### src/rtl/sccomp_trace_pkg.sv
// Shared types and defaults for the single-cycle-computer trace buffer.
package sccomp_trace_pkg;

    // Default record field width and record capacity
    localparam int TRACE_DATA_W = 32;
    localparam int TRACE_DEPTH  = 16;

    // Capture controller states
    typedef enum logic [1:0] {
        ST_IDLE    = 2'd0,
        ST_ARMED   = 2'd1,
        ST_CAPTURE = 2'd2,
        ST_DONE    = 2'd3
    } trace_state_e;

    // One retired-instruction record at the default field width
    typedef struct packed {
        logic [TRACE_DATA_W-1:0] pc;
        logic [TRACE_DATA_W-1:0] inst;
        logic [TRACE_DATA_W-1:0] addr;
    } trace_rec_t;

endpackage

### src/rtl/trace_ram.sv
// Record storage: one synchronous write port, one asynchronous read port.
// Contents are deliberately left unreset; the controller never exposes an
// entry that has not been written since the last flush.
module trace_ram #(
    parameter int WIDTH = 96,
    parameter int DEPTH = 16
) (
    input  logic                     clk_i,
    input  logic                     wr_en_i,
    input  logic [$clog2(DEPTH)-1:0] wr_addr_i,
    input  logic [WIDTH-1:0]         wr_data_i,
    input  logic [$clog2(DEPTH)-1:0] rd_addr_i,
    output logic [WIDTH-1:0]         rd_data_o
);

    logic [WIDTH-1:0] mem_q [DEPTH];

    // Write the incoming record on the rising edge when enabled
    always_ff @(posedge clk_i) begin
        if (wr_en_i) begin
            mem_q[wr_addr_i] <= wr_data_i;
        end
    end

    assign rd_data_o = mem_q[rd_addr_i];

endmodule

### src/rtl/sccomp_trace_buffer.sv
// Trace buffer for retired instructions: optional PC trigger, stop-when-full
// or wrap-around capture, and a first-word-fall-through read side.
module sccomp_trace_buffer
    import sccomp_trace_pkg::*;
#(
    parameter int DATA_W = TRACE_DATA_W,
    parameter int DEPTH  = TRACE_DEPTH
) (
    input  logic                   clk_in,
    input  logic                   reset,
    input  logic                   in_valid,
    input  logic [DATA_W-1:0]      in_pc,
    input  logic [DATA_W-1:0]      in_inst,
    input  logic [DATA_W-1:0]      in_addr,
    input  logic                   arm,
    input  logic                   trig_en,
    input  logic [DATA_W-1:0]      trig_pc,
    input  logic                   wrap_mode,
    output logic                   out_valid,
    input  logic                   out_ready,
    output logic [DATA_W-1:0]      out_pc,
    output logic [DATA_W-1:0]      out_inst,
    output logic [DATA_W-1:0]      out_addr,
    output logic [$clog2(DEPTH):0] count,
    output logic                   triggered,
    output logic                   overflow
);

    localparam int PTR_W = $clog2(DEPTH);
    localparam int CNT_W = PTR_W + 1;
    localparam int REC_W = 3 * DATA_W;

    trace_state_e     state_q, state_d;
    logic [PTR_W-1:0] wr_ptr_q, wr_ptr_d;
    logic [PTR_W-1:0] rd_ptr_q, rd_ptr_d;
    logic [CNT_W-1:0] count_q, count_d;
    logic             triggered_q, triggered_d;
    logic             overflow_q, overflow_d;
    logic             wrap_q, wrap_d;

    logic             ram_we;
    logic [REC_W-1:0] ram_rdata;
    logic             full;
    logic             pop;
    logic             push;

    assign full = (count_q == CNT_W'(DEPTH));
    assign pop  = (count_q != '0) && out_ready;
    assign push = in_valid &&
                  ((state_q == ST_CAPTURE) ||
                   ((state_q == ST_ARMED) && (in_pc == trig_pc)));

    trace_ram #(
        .WIDTH (REC_W),
        .DEPTH (DEPTH)
    ) u_ram (
        .clk_i     (clk_in),
        .wr_en_i   (ram_we),
        .wr_addr_i (wr_ptr_q),
        .wr_data_i ({in_pc, in_inst, in_addr}),
        .rd_addr_i (rd_ptr_q),
        .rd_data_o (ram_rdata)
    );

    // Register controller state, pointers, occupancy and flags
    always_ff @(posedge clk_in) begin
        if (reset) begin
            state_q     <= ST_IDLE;
            wr_ptr_q    <= '0;
            rd_ptr_q    <= '0;
            count_q     <= '0;
            triggered_q <= 1'b0;
            overflow_q  <= 1'b0;
            wrap_q      <= 1'b0;
        end else begin
            state_q     <= state_d;
            wr_ptr_q    <= wr_ptr_d;
            rd_ptr_q    <= rd_ptr_d;
            count_q     <= count_d;
            triggered_q <= triggered_d;
            overflow_q  <= overflow_d;
            wrap_q      <= wrap_d;
        end
    end

    // Next state: arm flushes and restarts; otherwise push/pop bookkeeping
    always_comb begin
        state_d     = state_q;
        wr_ptr_d    = wr_ptr_q;
        rd_ptr_d    = rd_ptr_q;
        count_d     = count_q;
        triggered_d = triggered_q;
        overflow_d  = overflow_q;
        wrap_d      = wrap_q;
        ram_we      = 1'b0;

        if (arm) begin
            // Any push or pop in the arm cycle is discarded by the flush.
            wr_ptr_d   = '0;
            rd_ptr_d   = '0;
            count_d    = '0;
            overflow_d = 1'b0;
            wrap_d     = wrap_mode;
            if (trig_en) begin
                state_d     = ST_ARMED;
                triggered_d = 1'b0;
            end else begin
                // Going straight to CAPTURE counts as capture having started.
                state_d     = ST_CAPTURE;
                triggered_d = 1'b1;
            end
        end else begin
            if (push) begin
                if (state_q == ST_ARMED) begin
                    state_d     = ST_CAPTURE;
                    triggered_d = 1'b1;
                end
                if (!full || pop) begin
                    ram_we   = 1'b1;
                    wr_ptr_d = wr_ptr_q + PTR_W'(1);
                end else if (wrap_q) begin
                    // Full with no pop: the oldest slot is the write slot.
                    ram_we     = 1'b1;
                    wr_ptr_d   = wr_ptr_q + PTR_W'(1);
                    rd_ptr_d   = rd_ptr_q + PTR_W'(1);
                    overflow_d = 1'b1;
                end else begin
                    overflow_d = 1'b1;
                    state_d    = ST_DONE;
                end
            end

            if (pop) begin
                rd_ptr_d = rd_ptr_q + PTR_W'(1);
            end

            if (push && !pop && !full) begin
                count_d = count_q + CNT_W'(1);
            end else if (pop && !push) begin
                count_d = count_q - CNT_W'(1);
            end
        end
    end

    assign out_valid = !reset && (count_q != '0);
    assign out_pc    = reset ? '0 : ram_rdata[REC_W-1 -: DATA_W];
    assign out_inst  = reset ? '0 : ram_rdata[2*DATA_W-1 -: DATA_W];
    assign out_addr  = reset ? '0 : ram_rdata[DATA_W-1:0];
    assign count     = count_q;
    assign triggered = triggered_q;
    assign overflow  = overflow_q;

endmodule

### config.mk
export PLATFORM = sky130hd
export DESIGN_NAME = sccomp_trace_buffer
export DESIGN_NICKNAME = d
export VERILOG_FILES = /design/src/rtl/sccomp_trace_pkg.sv /design/src/rtl/trace_ram.sv /design/src/rtl/sccomp_trace_buffer.sv
export SDC_FILE = /design/constraint.sdc
export NUM_CORES = 1
export LEC_CHECK = 0
export BUFFER_PORTS_ARGS = -buffer_cell sky130_fd_sc_hd__buf_4
export CORE_MARGIN = 2
export CORE_UTILIZATION = 40
export DETAILED_ROUTE_END_ITERATION = 7
export RECOVER_POWER = 25
export SETUP_SLACK_MARGIN = 0.15
export SYNTH_ARGS = -nofsm -noshare
export SYNTH_HDL_FRONTEND = slang
export SYNTH_SLANG_ARGS = --single-unit
### constraint.sdc
create_clock -name clk_in -period 37 [get_ports clk_in]
set_input_delay 5.55 -clock clk_in [delete_from_list [all_inputs] [get_ports clk_in]]
set_output_delay 5.55 -clock clk_in [all_outputs]
set_load 0.02 [all_outputs]
==> Word level (Yosys, flattened, before mapping) <==
Memories as Yosys holds them, arrays and structs flattened. A register that Yosys moved wholly into a read port is not among the register bits.
Index checks and enable logic that the tools add are counted.
{ "totals": {"ram_bits": 1536, "mem_count": 1, "reg_bits": 18, "inputBits": 135, "output_inout_bits": 104} }
{ "memory_table": {"columns": ["name", "depth", "width", "rd", "rd_ports_with_merged_regs", "wr", "line_no", "rtl"], "rows": [
  ["u_ram.mem_q", 16, 96, 1, 1, 1, "trace_ram.sv:16", "logic [WIDTH-1:0] mem_q [DEPTH];"]
]} }
{ "op_classes": {"add_sub_neg": 4, "muxes": 29, "bitwise": 1, "reduce_logical": 25, "eq_ne": 5} }
{ "op_table": {"columns": ["op", "count"], "rows": [
  ["$mux W32", 3],
  ["$eq A32 B32 Y1", 1],
  ["$mux W4", 8],
  ["$mux W2", 6],
  ["$reduce_bool A2 Y1", 6],
  ["$mux W1", 10],
  ["$mux W5", 2],
  ["$add A4 B1 Y4 const B", 2],
  ["$logic_and A1 B1 Y1", 7],
  ["$reduce_and A2 Y1", 3],
  ["$add A5 B1 Y5 const B", 1],
  ["$eq A5 B5 Y1 const B", 1],
  ["$reduce_bool A5 Y1", 1],
  ["$sub A5 B1 Y5 const B", 1],
  ["$logic_not A1 Y1", 4],
  ["$reduce_and A3 Y1", 1],
  ["$eq A2 B1 Y1 const B", 1],
  ["$eq A2 B2 Y1 const B", 1],
  ["$logic_or A1 B1 Y1", 2],
  ["$ne A2 B2 Y1 const B", 1],
  ["$reduce_or A2 Y1", 1],
  ["$not A1 Y1", 1]
]} }

==> Longest topological paths before layout <==
Gate-level depths: netlist (run 1).
{ "depth": {"depth_word": 8, "ltp_mapped": 13, "depth_no_buf": 12} }

==> Cells and area by module <==
From an unflattened synthesis (run 1), not the netlist that was laid out.
{ "unflattened": {"hier_cells": 2630, "area_unflattened_um2": 59520.8} }
{ "modules_own_cells": {"columns": ["module", "instances", "cells_per_inst", "area_each_um2"], "rows": [
  ["trace_ram", 1, 2364, 57433.8],
  ["sccomp_trace_buffer", 1, 266, 2087.0]
]} }

==> Least setup slack after synthesis (run 1) <==
No wires, ideal clock.
{ "synth_path": {"path_kind": "input to register", "start": "in trig_pc[12]", "end": "mem u_ram.mem_q[0][0] (enable)", "cell_stages": 7, "arrival_time_ns": 15.589, "slack_ns": 20.625, "path_cell_list": "xnor2_1 nand4_1 nor4_1 and3_1 buf_4 o21ai_4 nor4_1"} }
{ "synth_via": {"elab_chain_len": 8} }
{ "synth_rtl": {"columns": ["item", "line_no", "rtl"], "rows": [
  ["from (decl)", "sccomp_trace_buffer.sv:17", "input logic [DATA_W-1:0] trig_pc,"],
  ["$eq A32 B32 Y1", "sccomp_trace_buffer.sv:51", "((state_q == ST_ARMED) && (in_pc == trig_pc)));"],
  ["$logic_and A1 B1 Y1", "sccomp_trace_buffer.sv:51", null],
  ["$logic_or A1 B1 Y1", "sccomp_trace_buffer.sv:50", "((state_q == ST_CAPTURE) ||"],
  ["$logic_and A1 B1 Y1", "sccomp_trace_buffer.sv:49", "assign push = in_valid &&"],
  ["$mux W1", "sccomp_trace_buffer.sv:113", "if (push) begin"],
  ["$mux W1", "sccomp_trace_buffer.sv:97", "if (arm) begin"],
  ["$mux W1", "trace_ram.sv:20", "if (wr_en_i) begin"],
  ["$mux W1 (implied by the code)", "trace_ram.sv:21", "mem_q[wr_addr_i] <= wr_data_i;"],
  ["to (decl)", "trace_ram.sv:16", null]
]} }
No other way between the ends.

==> Worst setup path after layout (run 1) <==
{ "layout_path": {"start": "in reset", "end": "out out_addr[8]"} }
{ "layout_via": {"elab_chain_len": 1} }
{ "layout_rtl": {"columns": ["item", "line_no", "rtl"], "rows": [
  ["from (decl)", "sccomp_trace_buffer.sv:10", "input logic reset,"],
  ["$mux W32", "sccomp_trace_buffer.sv:148", "assign out_addr = reset ? '0 : ram_rdata[DATA_W-1:0];"],
  ["to (decl)", "sccomp_trace_buffer.sv:23", "output logic [DATA_W-1:0] out_addr,"]
]} }
No other way between the ends.

==> impl_results.md, run 1 <==
- Status: finished, final reports clean
- Switching share of power: 0.203
- Core area: 148000 um^2
- Max layer used: met5
- IO Pins: 239
- CTS tree: built
- Syn nets: 2572
- Nets: 2891
- Util after Layout: 0.464
- Area grow syn2layout: 14.7%
- Gpl congestion: 0.744
- Worst R2R Start: state_q[1]
- Finished Layout Cells: 4806
- Vias in the first global route: 28.2k
- RR Endpoint: u_ram.mem_q[6][6]
- Setup Skew: 0.0387 ns
- Worst path max stage delay: 0.77 ns
- Final setup violation count: 0
- Crit path capture: out_addr[8]
- Post-synth cell types: 44
- Xor/xnor share of the synthesized area: 0.00527
- DR vias: 27.0k
- Post-cts sizing count: 0
- Count leader, synth: edfxtp_1
- 1st-iter DRT viols: 2611
- Mapped Area: 59800 um^2
- Reg power frac: 0.540
- Final Critical Period: 12.76 ns
- Postcts setup bufs: 0
- DR vias/cell: 5.62
- Hold Fails Final Rpt: 0
- Slew @ Worst Pin: 1.26 ns
- Num CTS Buffers: 160
- Slew margin rel.: 0.157
- Die H: 391 um
- CP Launch Point: reset
- Internal power: 0.00287 W
- Required @ worst endpoint: 31.45 ns
- Met1 Wirelength: 60200 um
- Routed len/inst: 29.4 um
- Max Cap Viol: 0
- Crit path max-delay family: buffers and inverters
- Largest area contributor in the netlist: edfxtp_1
- Clock latency on the worst-skew pair: 0.79 ns
- CTS Sinks: 1558
- Bufs on Longest Clock Path: 3
- Leakage: 20.6 nW
- Main combinational cell family by area after synthesis: multiplexers
- Slowest cell on crit path: buf_4
- RSZ-0062 raised after global routing: false
- Post-synth EDFFs: 1536
- CP endpoint kind: output pin
- Place WS: 24.16 ns
- Compound-Gate Fraction of Synth Area: 0.00389
- ANT nets after route: 0
- Number of remaining DRC errors: 0
- Mux contribution to synthesized area: 0.182
- H-tree depth: 4
- Layout cells sized above 1: 0.326
- Final Cycle Share: 0.345
- Met2 wire length: 68000 um
- Clock power share: 0.425
- Crit path buf inv count: 3
- Row Count: 141
- CP dominant cell by count: buf_4
- Syn Area/Cell: 24.6 um^2
- CP Max Fanout: 55
- FILL cells: 12.0k
- IO Port Bufs: 238
- Top post-synthesis cells by area: edfxtp_1 77%, mux4_2 18%, nor2b_1 1.0%
- GR Overflow Total: 0
- Final HPWL DP: 70200 um
- Synth warn: 0
- Slew Viols, Final: 0
- Synth Instances: 2428
- Worst vdd rail ir drop: 0.0000349 V
- Starting Density: 0.404
- Yosys top cell area share: 0.771
- FFs w/ async S/R, synth: 0
- Reg2reg setup slack: 32.12 ns
- Initial antenna violation count: 25
- Pwr dens: 52.5 nW/um^2
- Total track usage: 0.185
- Min-Delay Path Class: register to register
- Hold_ws: 0.486 ns
- Worst reg2reg path depth: 8
- Max Freq: 0.0784 GHz
- Cell Count Post-Placement: 4515
- First-pass GRT wire length: 201000 um
- Met3 Wirelength: 9840 um
- CP Cell Sequence: buf_4, buf_4, nor2b_1, buf_4
- Hold-fix buffers at CTS: 0
- Critical path launch point type: input port
- Sequential area share after synthesis: 0.779
- Stages on the worst setup path: 4
- Root buf cell: clkbuf_16
- Synthesized flop and latch total: 1558
- Final wirelength: 141000 um
- Chip width: 391 um
- Setup TNS: 0 ns
- Largest net degree at the start of global routing: 157
- Synth top cells by count: 1536 x edfxtp_1, 480 x mux4_2, 96 x nor2b_1, 56 x clkbuf_1, 33 x xnor2_1
- Clock slew at reported path FFs: 0.06 ns
- Setup ws final: 24.24 ns
- First-pass iteration count of the detailed router: 6
- Total die area: 153000 um^2
- WP data arrival: 7.21 ns
- Simple-Gate Fraction of Synth Area: 0.0172
- Kind of critical path: input port to output pin
- Top FF cell, synth: edfxtp_1
- Logic pwr share: 0.035
- Synth Area in Adders: 0.00201
- Sw Pwr: 0.000733 W
==> cell type report <==
cell class	instances	area (um^2)	area share
tap	1930	2410	0.0352
antenna	3	7.51	0.000109
inverter	4	15.0	0.000219
multi-input combinational	741	12700	0.185
clock inverter	92	764	0.0111
timing repair buffer	282	1970	0.0287
sequential	1558	46600	0.679
clock buffer	196	4200	0.0612
==> power groups by stage <==
| stage | Clock [W] | Combinational [W] | Sequential (W) |
|---|---|---|---|
| CTS | 0.00156 | 0.000134 | 0.00194 |
| global placement | 0 | 0.000128 | 0.00198 |
| detailed placement | 0 | 0.000133 | 0.00198 |
| finish | 0.00153 | 0.000128 | 0.00194 |
| floorplan | 0 | 0.0000750 | 0.00198 |
| global route | 0.00163 | 0.000139 | 0.00194 |
==> registers in the layout (all words and copies together), names as in the netlist, named ones only <==
signal	count
rd_ptr_q	4
wrap_q	1
triggered	1
state_q	2
u_ram.mem_q	1536
wr_ptr_q	4
count	5
overflow	1
==> metrics by stage <==
stage / power, W / cell area (um^2)
detailed placement: 0.00211 / 63900
global route: 0.00371 / 68600
floorplan: 0.00206 / 59800
finish: 0.00360 / 68600
global placement: 0.00211 / 63900
CTS: 0.00364 / 68900
==> logic make-up after synthesis <==
group	count (synthesis)
compound gates	34
fa+ha+maj	9
simple gates	177
mux	485
buf+inv	129
xor+xnor	36
flops	1558
==> placed cells by master (no fill, tap or decap), types with 3 or more instances in the layout <==
cell type	n
a21o_1	3
a21oi_1	9
a31oi_1	3
a41o_1	3
buf_12	8
buf_4	208
bufinv_16	9
clkbuf_1	99
clkbuf_16	163
clkinv_1	37
clkinv_2	24
clkinvlp_4	6
dfxtp_1	18
dfxtp_4	4
diode_2	3
edfxtp_1	1536
ha_1	8
inv_1	4
inv_6	11
mux2i_1	5
mux4_2	480
nand2_1	8
nand2b_1	7
nand3_1	7
nand4_1	9
nor2_1	13
nor2_4	12
nor2b_1	96
nor3_1	3
nor4_2	4
o21a_1	4
o21ai_0	4
or3_1	4
xnor2_1	33
xor2_1	3
==> per-layer routing <==
metal / GRT usage / up-vias
li1: - / 11094
met1: 0.260 / 14777
met2: 0.293 / 922
met3: 0.0426 / 214
met4: 0.0486 / 26
met5: 0 / -
==> worst min-delay path by stage <==
stage                      startpoint         to  slack (ns)  cells past startpoint
after floorplan           rd_ptr_q[1]   register        0.47                      2
after global placement      triggered  triggered        0.46                      1
after detailed placement     overflow   overflow        0.47                      1
after CTS                    overflow   overflow        0.48                      1
after global routing         overflow   overflow        0.52                      1
final                        overflow   overflow        0.49                      1
No activity file was read; power rests on OpenSTA's default activity.
==> run 2, diff against run 1 <==
Clock period 37 ns to 13.35 ns, I/O delays scaled along.
==> run 2 against run 1 <==
  * Clock skew is 0.014 ns lower
  * Wire length is 3.1% lower
  * Register-to-register slack worse by 24 ns
  * Global-route usage is 0.53 points lower
  * Sequential power grew to 2.8 times the previous value
  * Critical path depth is 6 higher
  * Utilization hardly changed
  * Non-clock buffer count is 8 higher
  * Count of clock-buffer cells in the layout is 3 higher
  * Via count is 0.60% lower
  * Critical path type is now input port to register
==> impl_results.md, run 2 (synthesis gave the netlist of run 1 again) <==
- Switching share of power: 0.203 (-0.000712)
- Clock power share: 0.421 (-0.004)
- Starting Density: 0.404 (unchanged)
- Hold_ws: 0.471 ns (-0.0148 ns)
- Hold_sp: triggered
- Pwr dens: 145 nW/um^2 (+180%)
- Largest reg by FF count: u_ram.mem_q
- Kind of critical path: input port to register
- Gpl congestion: 0.747 (+0.38%)
- Max FFs per register: 1536 (unchanged)
- Final Critical Period: 6.83 ns
- Commonest cells after routing, fill and taps aside: 1536 x edfxtp_1, 480 x mux4_2, 224 x buf_4
- Root buf cell: clkbuf_16
- CTS Sinks: 1558 (unchanged)
- Leakage: 20.6 nW (about the same)
- Max Freq: 0.146 GHz
- DR vias/cell: 5.59 (-0.60%)
- Final wirelength: 137000 um (-3.1%)
- Chip width: 391 um (unchanged)
- Final Cycle Share: 0.512
- Max Cap Viol: 0 (unchanged)
- Die H: 391 um (unchanged)
- Bufs on Longest Clock Path: 3 (unchanged)
- Area of the multi-input gates: 12700 um^2 (unchanged)
- Place WS: 5.84 ns (-18.32 ns)
- Register Area: 46600 um^2 (unchanged)
- GR Overflow Total: 0 (unchanged)
- Hold path endpoint: triggered
- Core area: 148000 um^2 (unchanged)
- Status: finished, final reports clean
- Reg2reg setup slack: 8.54 ns (-23.58 ns)
- First-pass iteration count of the detailed router: 5 (-1)
- CTS tree: built
- Hold-fix buffers at CTS: 0 (unchanged)
- Final setup violation count: 0 (unchanged)
- IO Pins: 239 (unchanged)
- WP data arrival: 7.23 ns (+0.02 ns)
- Slew margin rel.: 0.200 (+0.0432)
- Layout cells sized above 1: 0.328 (+0.00221)
- Critical path launch point type: input port
- Initial antenna violation count: 18 (-28%)
- FILL cells: 12.0k (+0.22%)
- Setup TNS: 0 ns (unchanged)
- Worst reg2reg path depth: 8 (unchanged)
- RR Endpoint: u_ram.mem_q[8][54]
- Routed len/inst: 28.4 um (-3.1%)
- Reg power frac: 0.542 (+0.002)
- Setup ws final: 6.52 ns (-17.73 ns)
- Postcts setup bufs: 0 (unchanged)
- Required @ worst endpoint: 13.74 ns (-17.71 ns)
- Total die area: 153000 um^2 (unchanged)
- Num CTS Buffers: 158 (-1.3%)
- IO Port Bufs: 238 (unchanged)
- Total track usage: 0.180 (-0.00527)
- Vias in the first global route: 28.4k (+0.69%)
- Hold depth: 1 (unchanged)
- Slew Viols, Final: 0 (unchanged)
- Hold Fails Final Rpt: 0 (unchanged)
- Largest net degree at the start of global routing: 115 (-27%)
- Final HPWL DP: 75000 um (+6.8%)
- DR vias: 26.9k (-0.60%)
- Number of remaining DRC errors: 0 (unchanged)
- CP endpoint kind: register
- Area grow syn2layout: 14.6%
- Internal power: 0.00793 W (+180%)
- Clock slew at reported path FFs: 0.06 ns (about the same)
- First-pass GRT wire length: 199000 um (-1.3%)
- Logic pwr share: 0.037 (+0.002)
- Post-cts sizing count: 0 (unchanged)
- H-tree depth: 4 (unchanged)
- 1st-iter DRT viols: 2538 (-2.8%)
- Sw Pwr: 0.00202 W (+180%)
- CP Max Fanout: 47 (-15%)
- Worst R2R Start: state_q[1]
- Commonest non-fill, non-tap cell in the layout: edfxtp_1
- Row Count: 141 (unchanged)
- ANT nets after route: 0 (unchanged)
- Slew @ Worst Pin: 1.20 ns (-0.0619 ns)
- Worst vdd rail ir drop: 0.0000893 V (+160%)
- Setup Skew: 0.0243 ns (-0.0144 ns)
- RSZ-0062 raised after global routing: false
- Nets: 2897 (+0.21%)
- Clock latency on the worst-skew pair: 0.78 ns (about the same)
- Min-Delay Path Class: register to register
## run 2: cell type report
class	instances	share of cell area
Clock buffer	199	0.0608
Multi-Input combinational cell	741	0.185
Sequential cell	1558	0.679
Clock inverter	83	0.0107
Inverter	4	0.000219
Tap cell	1930	0.0352
Timing Repair Buffer	290	0.0286
Antenna cell	1	0.0000365
## run 2: power groups by stage
stage / Combinational [W] / Clock [W] / Sequential [W]
3_5_place_dp: 0.000386 / 0 / 0.00549
2_1_floorplan: 0.000208 / 0 / 0.00549
5_1_grt: 0.000401 / 0.00447 / 0.00538
4_1_cts: 0.000387 / 0.00429 / 0.00538
6_report: 0.000370 / 0.00419 / 0.00539
3_3_place_gp: 0.000374 / 0 / 0.00549
## run 2: critical path, cell delays in order
cell and delay (ns):
clkbuf_1 0.49, xnor2_1 0.34, nand4_1 0.39, nor4_1 0.48
and3_1 0.45, o21ai_4 0.17, or3b_1 0.56, nor2_4 0.91
buf_4 0.55, buf_4 0.73
## run 2: worst max path at each step
stage / startpoint / to / slack (ns) / depth (start not counted)
after floorplan: trig_pc[12] / u_ram.mem_q[0][0] / 0.52 / 7
after global routing: register / out_addr[17] / 6.11 / 6
after detailed placement: in_pc[21] / u_ram.mem_q[8][2] / 5.84 / 10
after global placement: in_pc[21] / u_ram.mem_q[8][4] / 5.80 / 10
final: in_pc[21] / u_ram.mem_q[8][54] / 6.52 / 10
after CTS: register / out_addr[17] / 6.27 / 6
## run 2: metrics by stage
stage,power [W],instances,cell area [um^2],utilization
6_report,0.00995,4806,68600,0.463
5_1_grt,0.0103,4806,68600,0.463
4_1_cts,0.0101,4805,68800,0.465
3_5_place_dp,0.00587,4523,63900,0.432
3_3_place_gp,0.00586,4523,63900,0.432
2_1_floorplan,0.00570,2428,59800,-
## run 2: routing by layer
layer | track usage | vias to the layer above | routed length (um)
met2 | 0.287 | 937 | 66000
li1 | - | 11119 | -
met4 | 0.0408 | 10 | 2090
met3 | 0.0390 | 160 | 9580
met1 | 0.256 | 14646 | 59000
met5 | 0 | - | 58
